<file path="src/rtl/ram1m_pkg.sv">
// ram1m_pkg: shared types and constants for the 1MB CPC RAM expansion cycle controller.
// Revision: 1.0
`default_nettype none

package ram1m_pkg;

  typedef enum logic [1:0] {
    ST_IDLE = 2'd0,
    ST_T1   = 2'd1,
    ST_T2   = 2'd2,
    ST_HOLD = 2'd3
  } cyc_state_t;

  localparam logic [1:0] SIZE_OFF  = 2'b00;
  localparam logic [1:0] SIZE_64K  = 2'b01;
  localparam logic [1:0] SIZE_512K = 2'b10;
  localparam logic [1:0] SIZE_1M   = 2'b11;

  localparam logic [3:0] DEFAULT_SHADOW_BANK = 4'b0111;
  localparam logic [1:0] CFG_PORT_ID         = 2'b11;

  // Translate a config-port write into the ramblock register value for the given RAM size.
  function automatic logic [6:0] decode_ramblock(input logic [1:0] size, input logic adr8,
                                                 input logic [5:0] d, input logic [3:0] shadow);
    logic [6:0] blk;
    case (size)
      SIZE_64K:  blk = {4'b1000, d[2:0]};
      SIZE_512K: blk = {1'b1, d};
      default: begin
        blk = {adr8, d};
        if ({adr8, d[5:3]} == shadow) blk[3] = 1'b0;
      end
    endcase
    return blk;
  endfunction

endpackage

`default_nettype wire

</file>
<file path="src/rtl/ram1m_map.sv">
// ram1m_map: combinational quadrant-to-expansion-page decode from ramblock and A15/A14.
// Revision: 1.0
`default_nettype none

module ram1m_map
  import ram1m_pkg::*;
(
  input  logic [6:0] ramblock,
  input  logic       adr15,
  input  logic       adr14,
  output logic       exp,
  output logic       cs1_sel,
  output logic [4:0] ramadrhi
);

  logic [1:0] quad;
  logic [1:0] page;

  always_comb begin
    quad = {adr15, adr14};
    exp  = 1'b0;
    page = 2'b00;
    case (ramblock[2:0])
      3'd1, 3'd3: begin
        if (quad == 2'd3) begin
          exp  = 1'b1;
          page = 2'd3;
        end
      end
      3'd2: begin
        exp  = 1'b1;
        page = quad;
      end
      // Modes 4..7 map a single page into the 0x4000 window.
      3'd4, 3'd5, 3'd6, 3'd7: begin
        if (quad == 2'd1) begin
          exp  = 1'b1;
          page = ramblock[1:0];
        end
      end
      default: ;
    endcase
    cs1_sel  = ramblock[6];
    ramadrhi = {ramblock[5:3], page};
  end

endmodule

`default_nettype wire

</file>
<file path="src/rtl/ram1m_cycle_ctrl.sv">
// ram1m_cycle_ctrl: Z80 memory-cycle sequencer and 0x7Fxx bank-config capture for the 1MB CPC RAM card.
// Optional macro CFG_DEFER_EN defers ramblock updates to an idle bus. Revision: 1.0
`default_nettype none

module ram1m_cycle_ctrl
  import ram1m_pkg::*;
#(
  parameter logic [3:0] SHADOW_BANK = DEFAULT_SHADOW_BANK
) (
  input  logic       clk,
  input  logic       reset,
  input  logic       mreq_b,
  input  logic       iorq_b,
  input  logic       rd_b,
  input  logic       wr_b,
  input  logic       rfsh_b,
  input  logic       adr15,
  input  logic       adr14,
  input  logic       adr8,
  input  logic [7:0] data,
  input  logic [3:0] dip,
  output logic       ramcs0_b,
  output logic       ramcs1_b,
  output logic       ramoe_b,
  output logic       ramwe_b,
  output logic [4:0] ramadrhi,
  output logic       ramdis
);

  cyc_state_t state, state_nx;

  logic       io_seen;
  logic [6:0] ramblock;
  logic       card_on;
  logic       cfg_hit;
  logic [6:0] cfg_value;
  logic       unused_dip;

  logic       map_exp, map_cs1;
  logic [4:0] map_adrhi;
  logic       cyc_exp, cyc_cs1;
  logic [4:0] cyc_adrhi;
  logic       exp_nx, cs1_nx;
  logic [4:0] adrhi_nx;

  logic       cs0_b_nx, cs1_b_nx, oe_b_nx, we_b_nx, ramdis_nx;
  logic [4:0] ramadrhi_nx;

  assign unused_dip = ^dip[1:0];
  assign card_on    = (dip[3:2] != SIZE_OFF);
  assign cfg_hit    = !iorq_b && !wr_b && !adr15 && (data[7:6] == CFG_PORT_ID)
                      && !io_seen && card_on;
  assign cfg_value  = decode_ramblock(dip[3:2], adr8, data[5:0], SHADOW_BANK);

  always_ff @(posedge clk) begin
    if (reset)        io_seen <= 1'b0;
    else if (iorq_b)  io_seen <= 1'b0;
    else if (cfg_hit) io_seen <= 1'b1;
  end

`ifdef CFG_DEFER_EN
  logic [6:0] pending;
  logic       pending_vld;
  logic       bus_idle;

  assign bus_idle = (state == ST_IDLE) && mreq_b;

  // Last capture wins; it is applied only while the bus is quiet.
  always_ff @(posedge clk) begin
    if (reset) begin
      pending     <= 7'd0;
      pending_vld <= 1'b0;
      ramblock    <= 7'd0;
    end else begin
      if (bus_idle && pending_vld) ramblock <= pending;
      if (cfg_hit) begin
        pending     <= cfg_value;
        pending_vld <= 1'b1;
      end else if (bus_idle) begin
        pending_vld <= 1'b0;
      end
    end
  end
`else
  always_ff @(posedge clk) begin
    if (reset)        ramblock <= 7'd0;
    else if (cfg_hit) ramblock <= cfg_value;
  end
`endif

  ram1m_map u_map (
    .ramblock (ramblock),
    .adr15    (adr15),
    .adr14    (adr14),
    .exp      (map_exp),
    .cs1_sel  (map_cs1),
    .ramadrhi (map_adrhi)
  );

  always_ff @(posedge clk) begin
    if (reset) state <= ST_IDLE;
    else       state <= state_nx;
  end

  always_comb begin
    state_nx    = state;
    exp_nx      = cyc_exp;
    cs1_nx      = cyc_cs1;
    adrhi_nx    = cyc_adrhi;
    cs0_b_nx    = 1'b1;
    cs1_b_nx    = 1'b1;
    oe_b_nx     = 1'b1;
    we_b_nx     = 1'b1;
    ramdis_nx   = 1'b0;
    ramadrhi_nx = 5'd0;
    case (state)
      ST_IDLE: begin
        if (!mreq_b && rfsh_b) begin
          state_nx = ST_T1;
          exp_nx   = map_exp;
          cs1_nx   = map_cs1;
          adrhi_nx = map_adrhi;
        end
      end
      ST_T1:   state_nx = ST_T2;
      ST_T2:   state_nx = ST_HOLD;
      ST_HOLD: if (mreq_b) state_nx = ST_IDLE;
      default: state_nx = ST_IDLE;
    endcase
    // Outputs are driven from the frozen mapping; leaving to IDLE forces reset values.
    if ((state_nx != ST_IDLE) && exp_nx && card_on) begin
      cs0_b_nx    = cs1_nx;
      cs1_b_nx    = !cs1_nx;
      ramdis_nx   = 1'b1;
      ramadrhi_nx = adrhi_nx;
      oe_b_nx     = rd_b;
      we_b_nx     = wr_b || (state_nx == ST_T1);
    end
  end

  always_ff @(posedge clk) begin
    if (reset) begin
      cyc_exp   <= 1'b0;
      cyc_cs1   <= 1'b0;
      cyc_adrhi <= 5'd0;
      ramcs0_b  <= 1'b1;
      ramcs1_b  <= 1'b1;
      ramoe_b   <= 1'b1;
      ramwe_b   <= 1'b1;
      ramdis    <= 1'b0;
      ramadrhi  <= 5'd0;
    end else begin
      cyc_exp   <= exp_nx;
      cyc_cs1   <= cs1_nx;
      cyc_adrhi <= adrhi_nx;
      ramcs0_b  <= cs0_b_nx;
      ramcs1_b  <= cs1_b_nx;
      ramoe_b   <= oe_b_nx;
      ramwe_b   <= we_b_nx;
      ramdis    <= ramdis_nx;
      ramadrhi  <= ramadrhi_nx;
    end
  end

endmodule

`default_nettype wire

</file>
<file path="config.mk">
export PLATFORM = sky130hd
export DESIGN_NAME = ram1m_cycle_ctrl
export DESIGN_NICKNAME = d
export VERILOG_FILES = /design/src/rtl/ram1m_pkg.sv /design/src/rtl/ram1m_map.sv /design/src/rtl/ram1m_cycle_ctrl.sv
export SDC_FILE = /design/constraint.sdc
export NUM_CORES = 1
export LEC_CHECK = 0
export CORE_MARGIN = 1
export CORE_UTILIZATION = 25
export DETAILED_ROUTE_END_ITERATION = 7
export MAX_ROUTING_LAYER = met4
export PLACE_DENSITY = 0.48
export SLEW_MARGIN = 20
export SYNTH_ARGS = -nofsm -noshare
export SYNTH_HDL_FRONTEND = slang
export SYNTH_SLANG_ARGS = --single-unit
</file>
<file path="constraint.sdc">
create_clock -name clk -period 2.8 [get_ports clk]
set_input_delay 0.28 -clock clk [delete_from_list [all_inputs] [get_ports clk]]
set_output_delay 0.28 -clock clk [all_outputs]
set_load 0.01 [all_outputs]
</file>
Word-level counts from Yosys, hierarchy flattened

Cells that the tools add are included.

Flip-flop bits (word level): 27
Bits of input ports: 22
Output and inout bits: 10
Logic and storage cells: 70

Equal/unequal tests: 17
Mux-type cells: 18
Bitwise gates (word level): 1
Reductions and logical operators: 22

Operators by type and width:

| kind                                                            | count |
|---|---|
| 7-bit one-hot mux with 2 select lines                           | 1 |
| 3-bit == test, second input constant                            | 4 |
| 2-bit == test, second input constant                            | 5 |
| 5-bit two-way mux                                               | 2 |
| 2-bit by 1-bit == test with 1-bit output, second input constant | 4 |
| 1-bit logical AND                                               | 8 |
| 1-bit two-way mux                                               | 8 |
| 2-bit two-way mux                                               | 4 |
| 2-bit one-hot mux with 4 select lines                           | 1 |
| 3-bit by 2-bit == test with 1-bit output, second input constant | 2 |
| 1-bit zero test                                                 | 6 |
| 2-bit one-hot mux with 3 select lines                           | 1 |
| 2-bit OR reduction                                              | 3 |
| 4-bit by 3-bit == test with 1-bit output, second input constant | 1 |
| 2-bit nonzero test                                              | 2 |
| 4-bit OR reduction                                              | 1 |
| 3-bit by 1-bit == test with 1-bit output, second input constant | 1 |
| 1-bit one-hot mux with 3 select lines                           | 1 |
| 2-bit zero test                                                 | 1 |
| 1-bit logical OR                                                | 1 |
| 1-bit NOT                                                       | 1 |

Longest topological paths before layout

Depth in word-level cells: 9
Gate-level depth with buffers: 7
Mapped depth without buffers: 6

Cells and area by module

A second synthesis with hierarchy kept.

Cells, all modules: 130
Area, all modules: 1139.8 µm²

Modules (own cells, without submodules):

| module           | instances | cells each | area each (µm²) | sequential area each (µm²) |
|---|---|---|---|---|
| ram1m_cycle_ctrl | 1         | 114        | 1033.5          | 540.5 |
| ram1m_map        | 1         | 16         | 106.4           | 0.0 |

Worst setup path after synthesis

Ideal clock, no wire load.

Path type: register to register
From: register state[1]
To: register ramcs1_b
Setup time: 0.120 ns
Arrival: 1.397 ns
Required time: 2.680 ns
Setup slack: 1.283 ns
Cell stages (with the launch flop): 6
Buffers on the path: 1
Period minus slack after synthesis: 1.517 ns
Cell sequence: dfxtp_1 clkbuf_2 xnor2_1 a2111oi_4 o211ai_2 or2_1

Cells in the longest elaborated chain, start to end: 7
Elaborated cells on any way between the ends: 15
Classes of those cells: 3 x eq/ne; 5 x mux; 1 x bitwise; 6 x reduce/logical

Ends and longest elaborated chain:

| what                                  | RTL line                | text |
|---|---|---|
| start, declared                       | ram1m_cycle_ctrl.sv:30  | `cyc_state_t state, state_nx;` |
| start signal, assigned                | ram1m_cycle_ctrl.sv:102 | `else state <= state_nx;` |
| 2-bit == test (tied with other cells) | ram1m_cycle_ctrl.sv:116 | `case (state)` |
| 2-bit one-hot mux with 4 select lines | ram1m_cycle_ctrl.sv:116 |  |
| 2-bit nonzero test                    | ram1m_cycle_ctrl.sv:131 | `if ((state_nx != ST_IDLE) && exp_nx && card_on) begin` |
| 1-bit logical AND (2 in a row)        | ram1m_cycle_ctrl.sv:131 |  |
| 1-bit NOT (no line)                   | n/a                     |  |
| 2-bit OR reduction (no line)          | n/a                     |  |
| end signal, assigned                  | ram1m_cycle_ctrl.sv:157 | `ramcs1_b <= cs1_b_nx;` |
| end, declared                         | ram1m_cycle_ctrl.sv:23  | `output logic ramcs1_b,` |

Parallel ways exist; a longest one is shown, timed or not.
A chain may end at the register's enable or synchronous reset.

Final worst setup path

From: input port mreq_b
To: register ramadrhi[1]

Cells in the longest elaborated chain, start to end: 9
Elaborated cells on any way between the ends: 14
Classes of those cells: 7 x mux; 1 x bitwise; 6 x reduce/logical

Ends and longest elaborated chain:

| what                                  | RTL line                | text |
|---|---|---|
| start, declared                       | ram1m_cycle_ctrl.sv:12  | `input logic mreq_b,` |
| 1-bit zero test                       | ram1m_cycle_ctrl.sv:118 | `if (!mreq_b && rfsh_b) begin` |
| 1-bit logical AND                     | ram1m_cycle_ctrl.sv:118 |  |
| 2-bit two-way mux                     | ram1m_cycle_ctrl.sv:118 |  |
| 2-bit one-hot mux with 4 select lines | ram1m_cycle_ctrl.sv:116 |  |
| 2-bit nonzero test                    | ram1m_cycle_ctrl.sv:131 |  |
| 1-bit logical AND (2 in a row)        | ram1m_cycle_ctrl.sv:131 |  |
| 1-bit NOT (no line)                   | n/a                     |  |
| 2-bit OR reduction (no line)          | n/a                     |  |
| end signal, assigned                  | ram1m_cycle_ctrl.sv:161 | `ramadrhi <= ramadrhi_nx;` |
| end, declared                         | ram1m_cycle_ctrl.sv:26  | `output logic [4:0] ramadrhi,` |

Parallel ways exist; a longest one is shown, timed or not.

==> results.yml <==
status:
  status: "finished, final reports clean"
yosys:
  ys_seq_elements: 27
  syn_nets: 137
  ys.flop_type: "dfxtp_1"
  synth-edff-count: 0
  syn_inst: 113
  synth_area_sq_um: 1080
  yosysWarnings: 0
  yosysUniqueCellTypes: 31
  yosysSeqAreaShare_pct: 50.06
  synthArstFlopShare_pct: 0
  synth.avg_cell_area_sq_um: 9.556
critical_path:
  max_stage_delay_ns: 0.54
  critPathBufInv: 2
  r2r_cells: 4
  endpoint: "ramadrhi[1]$_SDFF_PP0_"
  end_kind: "flop"
  worstPathArrival_ns: 1.99
  r2r-start: "state[1]$_SDFF_PP0_"
  crit_family: "buffers and inverters"
  start_kind: "primary input"
  required_ns: 3.02
  worstSetupStartpoint: "mreq_b"
  critPathKind: "in2reg"
  r2r_slack_ns: 1.13
  r2r_end: "ramcs1_b$_SDFF_PP1_"
  path_max_fanout: 13
  worstSetupPathDepth: 6
  worstPathCellList: "clkdlybuf4s50_1, nor4b_2, buf_4, nor2_1, a2111oi_0, and3_1"
  worst_path_max_delay_cell: "clkdlybuf4s50_1"
detailed_routing:
  drc: 0
  wl_per_cell_um: 11.03
  wl_um: 2139
  viasPerCell: 4.356
  drt-initial-drc-count: 18
  ant_nets: 0
  vias: 845
  firstDrtPassIters: 4
layout:
  final_cell_mix: "clkdlybuf4s50_1, dfxtp_1, nor2_1"
  final_common_cell: "clkdlybuf4s50_1"
  antenna_cells: 0
  nFillCells: 432
  syn2layout_area_growth_pct: 37.08
  fin_util_pct: 36.22
  finalNetCount: 169
  drive_gt1_share_pct: 9.028
  register_area_sq_um: 540.5
  multiInputGateArea_sq_um: 489.2
clock_network:
  worstSkewPairLatency_ns: 0.27
  cts.repair.resized: 0
  path_clk_slew_ns: 0.10
  cts_hold_buf: 0
  cts_max_level: 1
  cts_setup_buffers: 0
  cts_sinks: 27
  clockBufferDepth: 2
  cts_tree: "done"
  numCtsBuffers: 3
  clock-root-buffer: "clkbuf_8"
floorplanning:
  die_x_um: 67.72
  dieArea_sq_um: 4586
  dieHeight_um: 67.72
  core-area_sq_um: 4086
  rows: 23
  io_pins: 32
  start_util_pct: 26.42
sta:
  tightest_slew_ns: 0.4231
  slew_headroom_pct: 71.58
  period_minus_slack_ns: 1.772
  final-hold-violation-count: 0
  setup_viol: 0
  setup_tns_ns: 0
  drv_slew: 0
  period_share_pct: 63.30
  rsz0062_at_grt: "false"
  fin_skew_ns: 0.004792
  fmax_mhz: 564.2
grt:
  grt_first_pass_wirelength_um: 3318
  gr-usage-all-layers_pct: 10.26
  antenna_found_initial: 0
  grt_pass1_vias: 741
  grt_max_degree: 18
  overflow: 0
power:
  p_clk_share_pct: 31.4
  power_leakage_uw: 0.0005538
  switching_power_uw: 170.6
  p_sw_share_pct: 23.94
  combPwrFrac_pct: 12.5
  p_per_area_nw_per_um2: 481.5
  power.internal_uw: 542.0
  ir_drop_uv: 154.5
  power_frac_seq_pct: 56.1
placed_design:
  place.port_buffers: 29
  gp_congestion: 0.7106
  post-dp-hpwl_um: 1610
worst_hold_path:
  min_path_type: "reg2reg"
flow_run:
  max-cap-violations: 0
==> flip-flops by register name, indices dropped and copies added (netlist names) <==
register,cells
cyc_exp,1
cyc_adrhi,5
ramadrhi,5
io_seen,1
ramcs0_b,1
ramdis,1
ramoe_b,1
ramwe_b,1
state,2
ramblock,7
ramcs1_b,1
cyc_cs1,1
==> per-stage QoR <==
| step | setup slack [ns] | total power, uW | instance area (sq um) | hold WS (ns) | std cells |
|---|---|---|---|---|---|
| floorplan | 1.283 | 453.9 | 1080 | 0.3585 | 113 |
| global placement | 0.7781 | 495.4 | 1431 | 0.4398 | 190 |
| detailed placement | 0.7224 | 497.8 | 1431 | 0.4477 | 190 |
| CTS | 1.000 | 718.4 | 1480 | 0.4653 | 194 |
| global route | 0.8968 | 743.2 | 1480 | 0.4842 | 194 |
| finish | 1.028 | 712.7 | 1480 | 0.4635 | 194 |
==> power by group through the flow <==
stage | clock (uW) | combinational [uW] | sequential, uW
detailed placement | 0 | 89.4 | 408
CTS | 229 | 89.8 | 399
floorplan | 0 | 48.1 | 406
global placement | 0 | 87.7 | 408
global route | 246 | 96.6 | 401
finish | 224 | 89.1 | 400
==> worst register-to-register path, delay by kind of cell, from the launching register on <==
kind | cells | cell delay, ns
AOI/OAI and AO/OA | 2 | 0.65
xor gates and xnor gates | 1 | 0.17
DFF | 1 | 0.47
and+or+nand+nor | 1 | 0.27
==> logic make-up after synthesis <==
family	count (synthesis)	synth area share, %
AND/OR/NAND/NOR	45	22.02
multiplexers	7	6.489
adder cells (fa/ha/maj)	2	2.317
AO/OA/AOI/OAI	18	12.86
flip-flops	27	50.06
buffers and inverters	12	4.635
XOR/XNOR	2	1.623
==> worst min path at each step <==
stage	endpoint	start	cells past startpoint
after floorplan	io_seen$_SDFFE_PP0P_	iorq_b	1
after global placement	io_seen$_SDFFE_PP0P_	io_seen$_SDFFE_PP0P_	2
after detailed placement	io_seen$_SDFFE_PP0P_	io_seen$_SDFFE_PP0P_	2
after CTS	ramblock[3]$_SDFFE_PP0P_	ramblock[3]$_SDFFE_PP0P_	2
after global routing	ramblock[4]$_SDFFE_PP0P_	ramblock[4]$_SDFFE_PP0P_	2
final	ramblock[5]$_SDFFE_PP0P_	ramblock[5]$_SDFFE_PP0P_	2
==> synth_stat cells (2+ instances only) <==
master,count,area [sq um]
dfxtp_1,27,540.5
nor2_1,17,63.81
inv_1,7,26.28
mux2i_1,7,70.07
nand2_1,7,26.28
o21ai_0,5,25.02
a21oi_1,4,20.02
nor3_1,4,20.02
a31oi_1,3,18.77
clkbuf_1,3,11.26
ha_1,2,25.02
nand2b_1,2,12.51
nand4b_1,2,17.52
nor2b_1,2,12.51
nor3b_1,2,15.01
or2_1,2,12.51
or2_2,2,12.51
xnor2_1,2,17.52
==> layout make-up <==
type	count	share of cell area, %
Inverter	7	1.775
Sequential cell	27	36.52
Clock inverter	1	0.5072
Tap cell	50	4.227
Timing Repair Buffer	32	21.13
Clock buffer	3	2.790
Multi-Input combinational cell	74	33.05
==> metal layers <==
| layer | vias to the layer above | GRT usage, % | routed length (um) |
|---|---|---|---|
| met5 | - | - | 0 |
| met4 | 0 | 4.787 | 22 |
| met3 | 2 | 2.196 | 108 |
| met2 | 24 | 14.48 | 925 |
| met1 | 370 | 13.75 | 1083 |
| li1 | 449 | - | - |
(Power assumes the default switching activity.)
